$ cat config.mk
export PLATFORM = sky130hd
export DESIGN_NAME = aer_lane_arbiter_fifo
export DESIGN_NICKNAME = d
export VERILOG_FILES = /design/src/rtl/aer_lane_arbiter_fifo.sv
export SDC_FILE = /design/constraint.sdc
export NUM_CORES = 1
export LEC_CHECK = 0
export CAP_MARGIN = 0
export CORE_MARGIN = 4
export CORE_UTILIZATION = 58
export DETAILED_ROUTE_END_ITERATION = 10
export GPL_ROUTABILITY_DRIVEN = 0
export PLACE_DENSITY_LB_ADDON = 0.05
export RECOVER_POWER = 100
export SETUP_SLACK_MARGIN = 0.2
export SLEW_MARGIN = 0
export SYNTH_ARGS = -nofsm -noshare
export SYNTH_HDL_FRONTEND = slang
export SYNTH_SLANG_ARGS = --single-unit
$ cat constraint.sdc
create_clock -name clk -period 17.45 [get_ports clk]
set_input_delay 1.745 -clock clk [delete_from_list [all_inputs] [get_ports clk]]
set_output_delay 1.745 -clock clk [all_outputs]
set_load 0.02 [all_outputs]
$ cat src/rtl/aer_lane_arbiter_fifo.sv
// Round-robin arbiter over the 10 layer-1 encoder lanes feeding a FIFO-buffered serial AER stream.
// Define AER_ARB_EVENT_CNT_EN to compile in the per-frame event counter (otherwise event_cnt_o = 0).
module aer_lane_arbiter_fifo #(
    parameter int FIFO_DEPTH = 8,
    parameter int AW         = 10
) (
    input  logic             clk,
    input  logic             reset_n,
    input  logic             start_i,
    input  logic [10*AW-1:0] aer_i,
    input  logic [9:0]       valid_i,
    output logic [9:0]       ack_o,
    output logic [AW-1:0]    aer_o,
    output logic             valid_o,
    input  logic             ready_i,
    output logic             busy_o,
    output logic             frame_done_o,
    output logic [9:0]       event_cnt_o
);
    localparam int NUM_LANES = 10;
    localparam int PW        = $clog2(FIFO_DEPTH);
    localparam int CW        = PW + 1;

    typedef enum logic [2:0] {IDLE, LOAD, RUN, DRAIN, DONE} state_t;
    state_t state_q, state_d;

    logic [NUM_LANES-1:0][AW-1:0] lane_aer;
    logic [AW-1:0]                mem [FIFO_DEPTH];
    logic [PW-1:0]                wr_ptr, rd_ptr;
    logic [CW-1:0]                count;
    logic [3:0]                   rr_ptr, grant_idx;
    logic [4:0]                   scan_idx;
    logic                         grant_vld, full, push, pop;

    assign lane_aer     = aer_i;
    assign full         = (count == CW'(FIFO_DEPTH));
    assign valid_o      = (count != '0);
    assign aer_o        = valid_o ? mem[rd_ptr] : '0;
    assign pop          = valid_o && ready_i && !start_i;
    assign push         = grant_vld && (state_q == RUN) && !full && !start_i;
    assign busy_o       = (state_q != IDLE);
    assign frame_done_o = (state_q == DONE);

    // Rotating-priority scan: lane rr_ptr first, wrapping modulo 10; first hit wins.
    always_comb begin
        grant_vld = 1'b0;
        grant_idx = '0;
        scan_idx  = '0;
        for (int i = 0; i < NUM_LANES; i++) begin
            scan_idx = 5'(rr_ptr) + 5'(i);
            if (scan_idx >= 5'(NUM_LANES)) scan_idx = scan_idx - 5'(NUM_LANES);
            if (!grant_vld && valid_i[scan_idx[3:0]]) begin
                grant_vld = 1'b1;
                grant_idx = scan_idx[3:0];
            end
        end
    end

    always_comb begin
        ack_o = '0;
        if (push) ack_o[grant_idx] = 1'b1;
    end

    always_comb begin
        state_d = state_q;
        case (state_q)
            IDLE:    state_d = IDLE;
            LOAD:    state_d = RUN;
            RUN:     if (valid_i == '0) state_d = DRAIN;
            DRAIN:   if (!valid_o) state_d = DONE;
            DONE:    state_d = IDLE;
            default: state_d = IDLE;
        endcase
        if (start_i) state_d = LOAD;
    end

    always_ff @(posedge clk or negedge reset_n) begin
        if (!reset_n) state_q <= IDLE;
        else          state_q <= state_d;
    end

    // start_i flushes the FIFO outright; a coincident pop is discarded.
    always_ff @(posedge clk or negedge reset_n) begin
        if (!reset_n) begin
            wr_ptr <= '0;
            rd_ptr <= '0;
            count  <= '0;
            rr_ptr <= '0;
        end else if (start_i) begin
            wr_ptr <= '0;
            rd_ptr <= '0;
            count  <= '0;
            rr_ptr <= '0;
        end else begin
            if (push) begin
                wr_ptr <= wr_ptr + 1'b1;
                rr_ptr <= (grant_idx == 4'(NUM_LANES - 1)) ? 4'd0 : grant_idx + 4'd1;
            end
            if (pop) rd_ptr <= rd_ptr + 1'b1;
            if (push && !pop)      count <= count + 1'b1;
            else if (pop && !push) count <= count - 1'b1;
        end
    end

    always_ff @(posedge clk) begin
        if (push) mem[wr_ptr] <= lane_aer[grant_idx];
    end

`ifdef AER_ARB_EVENT_CNT_EN
    logic [9:0] event_cnt;

    always_ff @(posedge clk or negedge reset_n) begin
        if (!reset_n)                           event_cnt <= '0;
        else if (start_i)                       event_cnt <= '0;
        else if (push && event_cnt != 10'h3FF)  event_cnt <= event_cnt + 10'd1;
    end

    assign event_cnt_o = event_cnt;
`else
    assign event_cnt_o = '0;
`endif

endmodule
==> summary.txt, run 1 <==
Run status
  • Outcome: complete, but fails checks
  • Failing checks: max-capacitance violations, max-slew violations

CTS
  • Setup Fix Bufs, Post-CTS: 0
  • Max Buffers Root-to-Sink: 2
  • CTS sink count: 97
  • Total CTS buffers: 9
  • CTS tree: built
  • Worst skew pair latency: 330 ps
  • CTS Root Cell: clkbuf_16
  • Clock transition at path regs: 70 ps
  • Number of hold-repair buffers added at the cts stage: 0
  • # H-tree levels: 3
  • Post-cts gate resize count: 0

Synth
  • Distinct cells, synth: 94
  • Post-synth top flop: edfxtp_1
  • Sequential area share after synthesis: 35.0%
  • Synthesized area: 8080 µm²
  • Fraction of registers with async set/reset: 17.5%
  • EDFF count, synth: 80
  • Syn avg cell area: 10.6 µm²
  • Yosys Warn Count: 0
  • #FFs+latches synth: 97
  • Syn Inst Count: 763

Die
  • Placement Rows: 42
  • Die H: 126 µm
  • Initial Util: 60.1%
  • Die area: 15,900 µm²
  • Num ports: 147
  • Core Area: 13,500 µm²
  • Die X: 126 µm

Routing
  • Drt pass-1 iters: 5
  • Avg Vias per Cell: 6.60
  • WL/cell: 22.8 µm
  • Detail Route Antenna Nets: 0
  • Total Wirelength: 24,000 µm
  • Drt first-iter violations: 1,015
  • Via count: 6,965
  • DRC Markers: 0

GRT
  • Met1 Track Usage GR: 38.6%
  • Grt total ovfl: 0
  • Global Route met3 Usage: 6.99%
  • Largest net degree at the start of global routing: 61
  • Grt peak-use layer: met2
  • Vias in the first global route: 7,007
  • Initial antenna violation count: 0
  • GRT Total Usage: 29.8%
  • First-pass GRT wire length: 37,600 µm
  • GR Util met2: 48.3%

Hold path
  • Worst hold-check path type: flip-flop to flip-flop

Critical path
  • CP Max Fanout: 60
  • Setup crit start kind: flip-flop
  • Largest stage delay on the critical path: 2600 ps
  • Critical-path cell list: inv_1 -> ha_1 -> clkinv_1 -> ha_1 -> a21boi_0 -> a311o_1 -> and2_0 -> or2_0 -> o211ai_1 -> nand3_1 -> a31oi_1 -> nor3b_1 -> o22ai_4 -> clkbuf_1 -> nor2b_1 -> nand2_1 -> nor2b_1 -> dlygate4sd3_1
  • Arrival time at the worst endpoint: 9520 ps
  • CP Capture Type: primary output
  • Worst endpoint required time: 15,700 ps
  • Critical path class: flip-flop to primary output
  • Max stage delay cell, worst path: clkbuf_1

STA
  • Fin. Hold Viols: 0
  • Fmax: 0.0887 GHz
  • Fin Setup TNS: 0 ps
  • Slew Viols, Final: 123
  • Count of final setup violators: 0
  • Setup WS post-layout: 6180 ps
  • Max_slew headroom: -145%
  • Fin Hold WS: 556 ps
  • RSZ-0062 raised after global routing: false
  • Final period utilization: 64.6%
  • Clock skew: 10.6 ps
  • Worst-Margin Slew: 3680 ps
  • Tmin final: 11,270 ps

Placed design
  • Hpwl dp: 17,400 µm
  • Port Buffer Count: 136
  • Pre-CTS WS: 8670 ps
  • Dpl cells: 1,040

Power
  • Leak Pwr: 3.59 nW
  • Sequential share of power: 22.3%
  • PnR Total Power: 1.82 mW
  • Logic pwr share: 66.3%
  • Pwr dens: 187 nW/µm²
  • P_sw: 0.810 mW
  • Int Power: 1.01 mW
  • Peak VDD IR: 0.147 mV
  • Switching Share: 44.6%
  • Clock power frac: 11.4%

Layout
  • Diodes inserted: 0
  • Nets@finish: 1,016
  • Synth-to-layout area growth: 20.4%
  • Layout cells sized above 1: 10.9%
  • Finished Layout Cells: 1,056

Job
  • Max cap viols: 6
[state kept, by name (all words and copies together) (netlist names)]
register  flops
count         4
mem          80
rd_ptr        3
rr_ptr        4
state_q       3
wr_ptr        3
[placed cells by master (no fill, tap or decap), types with 6 or more instances in the layout]
cell	count
dfrtp_1	17
nand2_1	44
conb_1	10
nor3_1	17
o21ai_0	18
o22ai_1	15
and2_1	6
clkbuf_1	6
clkdlybuf4s50_1	112
o211ai_1	8
and3_1	6
a31oi_1	8
nand2b_1	12
nor3b_1	7
mux2_2	16
mux2i_1	98
xnor2_1	16
a211o_1	14
mux4_2	22
inv_1	17
a21oi_1	25
clkbuf_16	9
dlygate4sd3_1	24
a211oi_1	9
ha_1	25
nor2b_1	12
a21o_1	9
or3_1	10
nand3_1	7
edfxtp_1	80
nor2_1	72
[cell type report]
type                       instances  area, µm²
multi-input combinational        603       4890
fill                             981       3720
sequential                        97       2830
timing repair buffer             144       1400
clock buffer                      10        229
tap                              176        220
clock inverter                     6       90.1
inverter                          20       75.1
[path summary, 6_finish.rpt]
path | cells past startpoint | slack, ps | from | endpoint
setup / recovery | 18 | 6180 | rr_ptr[1] | ack_o[1]
hold / removal | 1 | 560 | state_q[1] | state_q[1]
setup reg to reg | 17 | 8290 | rr_ptr[1] | mem[2][0]
hold reg to reg | 1 | 560 | state_q[1] | state_q[1]
max in group asynchronous | 1 | 14900 | reset_n | rr_ptr[1]
min in group asynchronous | 1 | 1980 | reset_n | state_q[2]
[per-layer routing]
metal	vias up	wire length (µm)
li1	3129	-
met1	3317	9330
met2	448	11300
met3	71	2460
met4	0	998
met5	-	0
[worst max-delay path, delay by kind of cell (launching register included)]
family          cells  cell delay [ps]
compound gates      5             1180
flops               1              950
fa+ha+maj           2             1290
buf+inv             4             4300
simple gates        7             1430
[cells in the mapped netlist (all sizes together) (17+ instances only)]
library cell / n / share of area (%)
o21ai: 24 / 1.5
mux2i: 98 / 12
mux2: 18 / 2.6
mux4: 22 / 6.1
xnor2: 19 / 2.5
dfrtp: 17 / 5.3
nor3: 18 / 1.2
edfxtp: 80 / 30
a21oi: 30 / 2.4
inv: 19 / 0.88
ha: 25 / 3.9
buf: 38 / 3.2
nor2: 75 / 3.6
nand2: 44 / 2.0
[power by group through the flow]
stage | logic [mW] | registers, mW | clock network, mW
finish | 1.20 | 0.405 | 0.208
global route | 1.30 | 0.407 | 0.219
CTS | 1.17 | 0.404 | 0.209
detailed placement | 1.15 | 0.408 | 0
global placement | 1.11 | 0.406 | 0
floorplan | 0.899 | 0.396 | 0
[metrics by stage]
step	instance area [µm²]	utilization, %
6_report	9730	72.3
2_1_floorplan	8120	-
3_5_place_dp	9480	70.5
3_3_place_gp	9480	70.5
4_1_cts	9800	72.9
5_1_grt	9730	72.3
[cells by family after synthesis]
| group | after synthesis | share of synthesized area (%) |
|---|---|---|
| DFF | 97 | 35.0 |
| buffers and inverters | 72 | 4.78 |
| adders and majority gates | 28 | 4.49 |
| and+or+nand+nor | 230 | 14.6 |
| xor gates and xnor gates | 22 | 2.80 |
| muxes | 138 | 20.8 |
| other | 1 | 0.0464 |
| AOI/OAI and AO/OA | 175 | 17.4 |
Power figures use the tool's default switching activity.
==> run 2, diff against run 1 <==
--- a/config.mk
+++ b/config.mk
@@ -7,7 +7,7 @@
 export LEC_CHECK = 0
 export CAP_MARGIN = 0
 export CORE_MARGIN = 4
-export CORE_UTILIZATION = 58
+export CORE_UTILIZATION = 49
 export DETAILED_ROUTE_END_ITERATION = 10
 export GPL_ROUTABILITY_DRIVEN = 0
 export PLACE_DENSITY_LB_ADDON = 0.05
==> constraint.sdc (replaced) <==
create_clock -name clk -period 10.14 [get_ports clk]
set_input_delay 1.014 -clock clk [delete_from_list [all_inputs] [get_ports clk]]
set_output_delay 1.014 -clock clk [all_outputs]
set_load 0.02 [all_outputs]
==> run 2 against run 1 <==
Against the previous run:
- the flow still finishes with violations (max-capacitance violations, max-slew violations)
- clock power is 75% higher
- sequential power is 68% higher
- worst hold slack worse by 23 ps
- routed wire length is 3.9% lower
- combinational power is 68% higher
- power is 69% higher
- clock skew is 2.3 ps lower
- sequential share of layout area is 0.20 points lower
- highest routed layer unchanged
==> summary.txt, run 2 (synthesis results as in run 1) <==
CTS
  • CTS sink count: 97
  • Number of hold-repair buffers added at the cts stage: 0
  • # H-tree levels: 3
  • Post-cts gate resize count: 0
  • Setup Fix Bufs, Post-CTS: 0
  • CTS Root Cell: clkbuf_16
  • Total CTS buffers: 9
  • Worst skew pair latency: 330 ps
  • Clock transition at path regs: 70 ps
  • Max Buffers Root-to-Sink: 2
  • CTS tree: built

Critical path
  • R2R setup slack: 2410 ps
  • Setup crit start kind: flip-flop
  • Arrival time at the worst endpoint: 7850 ps
  • Critical path class: flip-flop to primary output
  • R2r endpoint: mem[4][0]
  • CP Capture Type: primary output
  • R2R Path Start: rr_ptr[1]
  • Worst endpoint required time: 9130 ps
  • Cell depth of the worst flop-to-flop path: 16
  • CP Max Fanout: 28

Job
  • Max cap viols: 5

Routing
  • Drt pass-1 iters: 8
  • Drt first-iter violations: 784
  • DRC Markers: 0
  • Avg Vias per Cell: 6.16
  • Detail Route Antenna Nets: 0
  • WL/cell: 21.0 µm
  • Via count: 6,779
  • Total Wirelength: 23,100 µm

Placed design
  • Hpwl dp: 17,400 µm
  • Area after DPL: 9560 µm²
  • Port Buffer Count: 136

Layout
  • Diodes inserted: 0
  • Highest-count cells in the layout ignoring fill and taps: clkdlybuf4s50_1, mux2i_1, edfxtp_1
  • Biggest register: mem
  • Post-Layout Inst Area: 9800 µm²
  • Max FFs per register: 80
  • Nets@finish: 1,020
  • Most common cell after layout, fill and taps aside: clkdlybuf4s50_1
  • Biggest regs: mem (80), count (4), rr_ptr (4)
  • Synth-to-layout area growth: 21.3%
  • Layout cells sized above 1: 11.1%

GRT
  • First-pass GRT wire length: 35,800 µm
  • Initial antenna violation count: 0
  • Vias in the first global route: 6,609
  • Largest net degree at the start of global routing: 44
  • Grt total ovfl: 0
  • GRT Total Usage: 24.8%

STA
  • Count of final setup violators: 0
  • Fin Setup TNS: 0 ps
  • Fin. Hold Viols: 0
  • Tmin final: 8870 ps
  • RSZ-0062 raised after global routing: false
  • Worst-Margin Slew: 1880 ps
  • Clock skew: 8.27 ps
  • Fmax: 0.113 GHz
  • Max_slew headroom: -26.3%
  • Slew Viols, Final: 63
  • Final period utilization: 87.4%

Power
  • Peak VDD IR: 0.172 mV
  • Pwr dens: 313 nW/µm²
  • PnR Total Power: 3.06 mW
  • Leak Pwr: 3.60 nW

Run status
  • Outcome: complete, but fails checks
  • Failing checks: max-capacitance violations, max-slew violations

Die
  • Core Area: 16,000 µm²
  • Die area: 18,600 µm²
  • Die X: 136 µm
  • Initial Util: 50.5%
  • Num ports: 147
  • Die H: 136 µm
  • Placement Rows: 46

Hold path
  • Min-delay src: state_q[1]
  • Hold EP: state_q[1]
  • Worst hold-check path type: flip-flop to flip-flop
  • Hold path cells: 1
[run 2: report_power, final]
part,total (mW),internal [mW],leakage (nW),switching [mW]
Combinational,2.02,0.808,2.50,1.21
Sequential,0.680,0.657,0.951,0.0233
Clock,0.363,0.219,0.152,0.144
Total,3.06,1.68,3.60,1.38
[run 2: per-stage QoR]
step	worst slack (ps)	hold WS, ps	cells	util, %
2_1_floorplan	3890	489	772	-
3_3_place_gp	2650	511	1084	59.8
3_5_place_dp	2400	531	1084	59.8
4_1_cts	2000	542	1100	61.8
5_1_grt	745	570	1100	61.2
6_report	1270	533	1100	61.2
[run 2: layout make-up]
| cell class | count | area [µm²] |
|---|---|---|
| Clock inverter | 5 | 87.6 |
| Timing Repair Buffer | 148 | 1440 |
| Inverter | 20 | 75.1 |
| Tap cell | 216 | 270 |
| Fill cell | 1325 | 6200 |
| Clock buffer | 11 | 233 |
| Multi-Input combinational cell | 603 | 4870 |
| Sequential cell | 97 | 2830 |
[run 2: worst max-delay path by stage]
| stage | startpoint | to | cells after the start |
|---|---|---|---|
| global route | rr_ptr[1] | ack_o[2] | 16 |
| detailed placement | rr_ptr[1] | ack_o[3] | 17 |
| global placement | rr_ptr[1] | ack_o[3] | 17 |
| CTS | rr_ptr[1] | ack_o[3] | 17 |
| finish | rr_ptr[1] | ack_o[3] | 16 |
| floorplan | rr_ptr[0] | ack_o[2] | 20 |
[run 2: layer usage]
metal / vias up / routed length [µm] / global-route usage (%)
met5: - / 0 / 0
met4: 0 / 395 / 5.77
met3: 32 / 1870 / 5.26
met2: 325 / 10700 / 38.7
met1: 3284 / 10100 / 35.5
li1: 3138 / - / -
[run 2: critical path, stage by stage, from the launching register on]
cell and delay (ps):
dfrtp_1 330, buf_4 300, inv_1 380, ha_1 870
clkinv_1 440, ha_1 620, mux2_2 380, a21oi_1 210
mux4_2 290, o22ai_1 220, nor2_2 260, nand2_1 170
o41a_1 400, a21oi_1 1300, nand2_1 360, and3b_1 300
dlygate4sd3_1 680
==> run 3, diff against run 2 <==
--- a/config.mk
+++ b/config.mk
@@ -12,7 +12,7 @@
 export GPL_ROUTABILITY_DRIVEN = 0
 export PLACE_DENSITY_LB_ADDON = 0.05
 export RECOVER_POWER = 100
-export SETUP_SLACK_MARGIN = 0.2
+export SETUP_SLACK_MARGIN = 0.05
 export SLEW_MARGIN = 0
 export SYNTH_ARGS = -nofsm -noshare
 export SYNTH_HDL_FRONTEND = slang
==> results of run 3 <==
Final layout, timing and power as in run 2 (identical DEF).
==> RTL edit 1, RTL diff (config.mk and constraints of run 1) <==
The parameter `AW` goes from 10 to 8.
--- a/src/rtl/aer_lane_arbiter_fifo.sv
+++ b/src/rtl/aer_lane_arbiter_fifo.sv
@@ -3,5 +3,5 @@
 module aer_lane_arbiter_fifo #(
     parameter int FIFO_DEPTH = 8,
-    parameter int AW         = 10
+    parameter int AW         = 8
 ) (
     input  logic             clk,
Interface: changed (resized aer_i and aer_o); port bits go from 147 to 125. No check against the original RTL was run, so the function may have changed too.
==> RTL edit 1 against run 1 <==
- the run still ends with capacitance limit, slew limit left
- worst setup slack improved by 0.83 ns
- routed wire length decreased by 13%
- area after synthesis decreased by 8.5%
- largest cell class unchanged
- total power decreased by 18%
- sequential cell count decreased by 16
- non-clock buffer count decreased by 18
- via count decreased by 6.8%
- register-to-register slack improved by 1.0 ns
- die area decreased by 8.0%
- design area decreased by 9.9%
- first-iteration DRC count decreased by 32%
- sequential share of layout area decreased by 2.3 points
- final cell count decreased by 5.5%
==> RTL edit 1: results (changes against run 1) <==
| Stage | Parameter | This run | vs run 1 |
|:---|:---|:---|:---|
| outcome | Run status | finished, violations left |  |
| timing | Number of slew-limit violations in the final report | 13 | -89% |
| timing | WHS | 0.571 ns | +0.0149 ns |
| finish | Top Registers | mem (64), count (4), rr_ptr (4) |  |
| yosys | Sequential share of the synthesized area | 31.8% | -3.2 points |
| yosys | EDFF count, synth | 64 | -20% |
| placement | HPWL after detailed placement | 15600 um | -10% |
| flow run | Number of max-cap violations | 1 | -5 |
| placement | Placed Cells incl. Taps | 983 | -5.5% |
| yosys | Top area cells in the synthesized netlist | sky130_fd_sc_hd__edfxtp_1 26%, sky130_fd_sc_hd__mux2i_1 7.6%, sky130_fd_sc_hd__mux4_2 6.7% |  |
| setup path | FF-to-FF path depth | 16 | -1 |
| drt | Number of vias per cell | 6.51 | -1.4% |
| timing | Setup clock skew after layout | 0.00713 ns | -0.00344 ns |
| setup path | Flop-to-flop setup slack | 9.33 ns | +1.04 ns |
| drt | Number of vias in the routed layout | 6492 | -6.8% |
| setup path | Arrival time of the worst setup path | 8.69 ns | -0.83 ns |
| grt | First-pass GRT wire length | 32800 um | -13% |
| grt | Overall routing resource usage | 28.4% | -1.4 points |
| yosys | Number of distinct library cell variants in the gate-level netlist after synthesis | 98 | +4.3% |
| yosys | Post-synthesis async set-or-reset flop share | 21.0% | +3.5 points |
| pwr | Lkg Pwr | 3.14 nW | -12% |
| finish | Nets | 947 | -6.8% |
| setup path | Maximum fanout along the worst path | 26 | -57% |
| grt | Largest net degree at the start of global routing | 40 | -34% |
| yosys | Post-synth top cells | 66 x sky130_fd_sc_hd__nor2_1, 64 x sky130_fd_sc_hd__edfxtp_1, 56 x sky130_fd_sc_hd__mux2i_1, 43 x sky130_fd_sc_hd__nand2_1, 37 x sky130_fd_sc_hd__a21oi_1 |  |
| timing | Worst slew slack as a fraction of its limit | -33.4% | +110 points |
| finish | Fill cell instance count of the final layout | 924 | -5.8% |
| hold path | Min-Delay Path Depth | 3 | +2 |
| drt | Drt first pass iters | 8 | +3 |
| placement | Port buffer count | 114 | -16% |
| outcome | Violated checks | capacitance limit, slew limit |  |
| hold path | Hold path startpoint | state_q[2]$_DFFE_PN0P_ |  |
| finish | Fraction of layout cells with a size suffix above 1 | 13.1% | +2.2 points |
RTL edit 1: cell count changes in the layout (fill, tap and decap cells not counted), moves of 10 or more:
cell	before	now
sky130_fd_sc_hd__a211o_1	14	4
sky130_fd_sc_hd__a21oi_1	25	37
sky130_fd_sc_hd__clkdlybuf4s50_1	112	92
sky130_fd_sc_hd__edfxtp_1	80	64
sky130_fd_sc_hd__mux2_2	16	29
sky130_fd_sc_hd__mux2i_1	98	56
RTL edit 1: power breakdown:
part	internal (mW)	switching, mW
combinational	0.392	0.590
sequential	0.309	0.0207
clock	0.109	0.0721
total	0.810	0.683
RTL edit 1: final cells by class:
| cell class | count | share of cell area (%) |
|---|---|---|
| multi-input cells | 582 | 52.8 |
| flip-flops and latches | 81 | 26.8 |
| repair buffers | 126 | 13.7 |
| clock buffers | 9 | 2.57 |
| well taps | 168 | 2.40 |
| inverters | 26 | 1.11 |
| clock inverters | 6 | 0.685 |
RTL edit 1: per-stage QoR:
step,cell area (sq um),utilization [%],power [mW],setup slack [ns]
after global routing,8770,71.5,1.58,6.58
final,8770,71.5,1.49,7.01
after CTS,8870,72.3,1.52,9.03
after floorplan,7420,-,1.11,10.58
after global placement,8580,70.0,1.30,9.48
after detailed placement,8580,70.0,1.33,9.35
RTL edit 1: critical path: cells and delay by family (launching register included):
kind	cells	cell delay [ns]
buffers and inverters	5	3.06
AOI/OAI and AO/OA	4	2.58
and+or+nand+nor	5	1.38
adders and majority gates	2	1.00
DFF	1	0.32
RTL edit 1: metal layers:
metal  share of wire, %  up-vias  wire length [um]  track usage [%]
met5                  0        -                 0                0
li1                   -     2971                 -                -
met1                 41     3073              8630             38.7
met3                 11       42              2330             7.65
met4                2.5        0               526             8.50
met2                 45      406              9480             44.5
RTL edit 1: how the worst max path moves through the flow:
stage,startpoint,end,slack (ns),cells after the start
floorplan,rr_ptr[0]$_DFFE_PN0P_,ack_o[0],10.58,22
global placement,valid_i[7],ack_o[1],9.48,14
detailed placement,valid_i[7],ack_o[1],9.35,14
CTS,rr_ptr[1]$_DFFE_PN0P_,ack_o[6],9.03,16
global route,rr_ptr[1]$_DFFE_PN0P_,ack_o[6],6.58,16
finish,rr_ptr[1]$_DFFE_PN0P_,ack_o[6],7.01,16
RTL edit 1: logic make-up after synthesis:
logic type      synth area share (%)
fa+ha+maj                       4.77
mux                             19.2
xor+xnor                        2.62
compound gates                  19.5
other cells                   0.0507
buf+inv                         5.37
simple gates                    16.7
flops                           31.8
==> RTL edit 2, RTL diff (flow settings as in run 1) <==
Without the edit above. Encoding of `state_t`: now one-hot (5 bits for 5 states).
--- a/src/rtl/aer_lane_arbiter_fifo.sv
+++ b/src/rtl/aer_lane_arbiter_fifo.sv
@@ -22,5 +22,5 @@
     localparam int CW        = PW + 1;
 
-    typedef enum logic [2:0] {IDLE, LOAD, RUN, DRAIN, DONE} state_t;
+    typedef enum logic [4:0] {IDLE = 5'b00001, LOAD = 5'b00010, RUN = 5'b00100, DRAIN = 5'b01000, DONE = 5'b10000} state_t;
     state_t state_q, state_d;
 
Formal check against the unedited RTL: same outputs for any inputs over 4 cycles, from zero or initial values and one cycle with reset_n low; so few cycles prove little.
==> RTL edit 2 against run 1 <==
- the run still ends with capacitance limit, slew limit left
- design area hardly changed
- register-to-register slack worse by 0.22 ns
- sequential cell count increased by 2
- via count rose by 2.4%
- routed wire length increased by 0.57%
- highest routed layer unchanged
- largest cell class unchanged
- first-iteration DRC count down 14%
- worst setup slack worse by 0.21 ns
- critical endpoint is now ack_o[3]
- non-clock buffer count up 1
- global-route usage is 0.79 points lower
- maximum frequency shrank 1.9%
- area after synthesis rose by 0.50%
- critical path type unchanged
Power is not compared: it rests on default switching activity, and its combinational part moved more than twofold at a synthesized area within 25%.
==> RTL edit 2: results (changes against run 1) <==
| Stage | Parameter | This run | vs run 1 |
|:---|:---|:---|:---|
| timing | Number of slew-limit violations in the final report | 101 | -18% |
| finish | Nets | 1014 | -0.20% |
| grt | Largest net degree at the start of global routing | 42 | -31% |
| drt | 1st-iter DRT viols | 872 | -14% |
| hold path | Hold path startpoint | count[3]$_DFFE_PN0P_ |  |
| placement | Worst setup slack after placement | 8.70 ns | +0.0305 ns |
| drt | Number of vias in the routed layout | 7131 | +2.4% |
| grt | Vias in the first global route | 6833 | -2.5% |
| grt | Number of antenna violations at the first check in global routing | 1 | +1 |
| flow run | Number of max-cap violations | 6 | unchanged |
| grt | First-pass GRT wire length | 36700 um | -2.3% |
| yosys | Post-Syn Area per Cell | 10.6 sq um | -0.29% |
| setup path | Critical path destination | ack_o[3] |  |
| setup path | Flop-to-flop setup slack | 8.07 ns | -0.22 ns |
| finish | Top Registers | mem (80), state_q (5) |  |
| placement | HPWL after detailed placement | 18200 um | +4.1% |
| setup path | Maximum fanout along the worst path | 38 | -37% |
| timing | Setup clock skew after layout | 0.0132 ns | +0.00261 ns |
| grt | Overall routing resource usage | 29.0% | -0.79 points |
| setup path | End of the worst register-to-register path | mem[5][2]$_DFFE_PP_ |  |
| drt | Drt first pass iters | 5 | unchanged |
| yosys | Post-synth top cells | 80 x sky130_fd_sc_hd__edfxtp_1, 58 x sky130_fd_sc_hd__mux2i_1, 58 x sky130_fd_sc_hd__nor2_1, 47 x sky130_fd_sc_hd__nand2_1, 36 x sky130_fd_sc_hd__a21oi_1 |  |
| hold path | Hold-critical path endpoint | count[3]$_DFFE_PN0P_ |  |
| drt | Mean routed wirelength per cell | 22.9 um | +0.67% |
| finish | Fraction of layout cells with a size suffix above 1 | 12.0% | +1.0 points |
| timing | Worst-Margin Slew | 1.92 ns | -1.75 ns |
| yosys | Number of distinct library cell variants in the gate-level netlist after synthesis | 91 | -3.2% |
| finish | Fill cell instance count of the final layout | 967 | -1.4% |
| yosys | Sequential share of the synthesized area | 35.4% | +0.46 points |
| clock tree | Clk slew on worst S/H paths | 0.07 ns | about the same |
| clock tree | Buffers inserted during post-CTS setup optimization | 0 | unchanged |
| setup path | Arrival time of the worst setup path | 9.74 ns | +0.22 ns |
| outcome | Run status | finished, violations left |  |
| outcome | Violated checks | capacitance limit, slew limit |  |
| finish | Final non-filler cell total | 1055 | -0.095% |
| timing | Minimum period implied by the final worst setup slack | 11.48 ns | +0.215 ns |
| clock tree | Worst-skew pair later-pin latency | 0.35 ns | +0.02 ns |
| yosys | Top area cells in the synthesized netlist | sky130_fd_sc_hd__edfxtp_1 30%, sky130_fd_sc_hd__mux4_2 9.4%, sky130_fd_sc_hd__mux2i_1 7.1% |  |
[RTL edit 2: cell count changes after synthesis, sizes merged, moves of 5 or more]
cell    delta
a211o     -12
a21oi      +8
a22oi     +11
buf        -6
clkbuf    +15
mux2      +14
mux2i     -40
mux4      +12
nor2      -17
nor4b      +5
o21a       +5
o21ai     +10
o22ai     -12
[RTL edit 2: layer usage]
layer	GRT usage (%)	vias to the layer above	routed length [um]
li1	-	3186	-
met5	0	-	0
met3	6.52	48	2500
met4	6.50	0	453
met1	39.6	3457	9620
met2	47.8	440	11600
[RTL edit 2: critical path: stages (launching register included)]
cell and delay [ns]:
sky130_fd_sc_hd__dfrtp_1 0.32, sky130_fd_sc_hd__clkbuf_1 1.18, sky130_fd_sc_hd__inv_1 0.77, sky130_fd_sc_hd__ha_1 0.97, sky130_fd_sc_hd__inv_1 0.38, sky130_fd_sc_hd__ha_1 0.52, sky130_fd_sc_hd__mux2i_1 0.22, sky130_fd_sc_hd__mux2_2 0.18
sky130_fd_sc_hd__inv_1 0.04, sky130_fd_sc_hd__mux4_2 0.50, sky130_fd_sc_hd__a21o_1 0.24, sky130_fd_sc_hd__a2111o_1 0.43, sky130_fd_sc_hd__nor4_1 0.91, sky130_fd_sc_hd__a22o_1 0.27, sky130_fd_sc_hd__o21ai_0 0.53, sky130_fd_sc_hd__nor2_1 0.86
sky130_fd_sc_hd__nand2_1 0.15, sky130_fd_sc_hd__nor3_1 0.17, sky130_fd_sc_hd__dlygate4sd3_1 0.72
[RTL edit 2: layout make-up]
class | instances | area (sq um) | area share [%]
clock buffers | 10 | 229 | 2.35
well taps | 176 | 220 | 2.26
multi-input cells | 599 | 4850 | 49.9
inverters | 19 | 71.3 | 0.733
flip-flops and latches | 99 | 2880 | 29.6
repair buffers | 145 | 1410 | 14.5
clock inverters | 6 | 58.8 | 0.605
diodes | 1 | 2.50 | 0.0257
[RTL edit 2: power breakdown]
part	switching (mW)	total [mW]	internal, mW
Clock	0.0898	0.189	0.0995
Combinational	0.286	0.499	0.213
Sequential	0.0136	0.314	0.301
Total	0.389	1.00	0.614
[RTL edit 2: cells by family after synthesis]
kind of cell / Yosys count / share of synthesized area (%)
and+or+nand+nor: 219 / 14.3
AOI/OAI and AO/OA: 197 / 17.3
muxes: 124 / 21.0
DFF: 99 / 35.4
buffers and inverters: 80 / 5.05
adders and majority gates: 27 / 4.34
xor gates and xnor gates: 22 / 2.56
other: 1 / 0.0462
[RTL edit 2: metrics by stage]
step / util (%) / area, sq um / hold slack [ns]
final: 72.3 / 9730 / 0.540
after global routing: 72.3 / 9730 / 0.556
after CTS: 72.9 / 9800 / 0.547
after detailed placement: 70.7 / 9510 / 0.535
after global placement: 70.7 / 9510 / 0.524
after floorplan: - / 8160 / 0.476
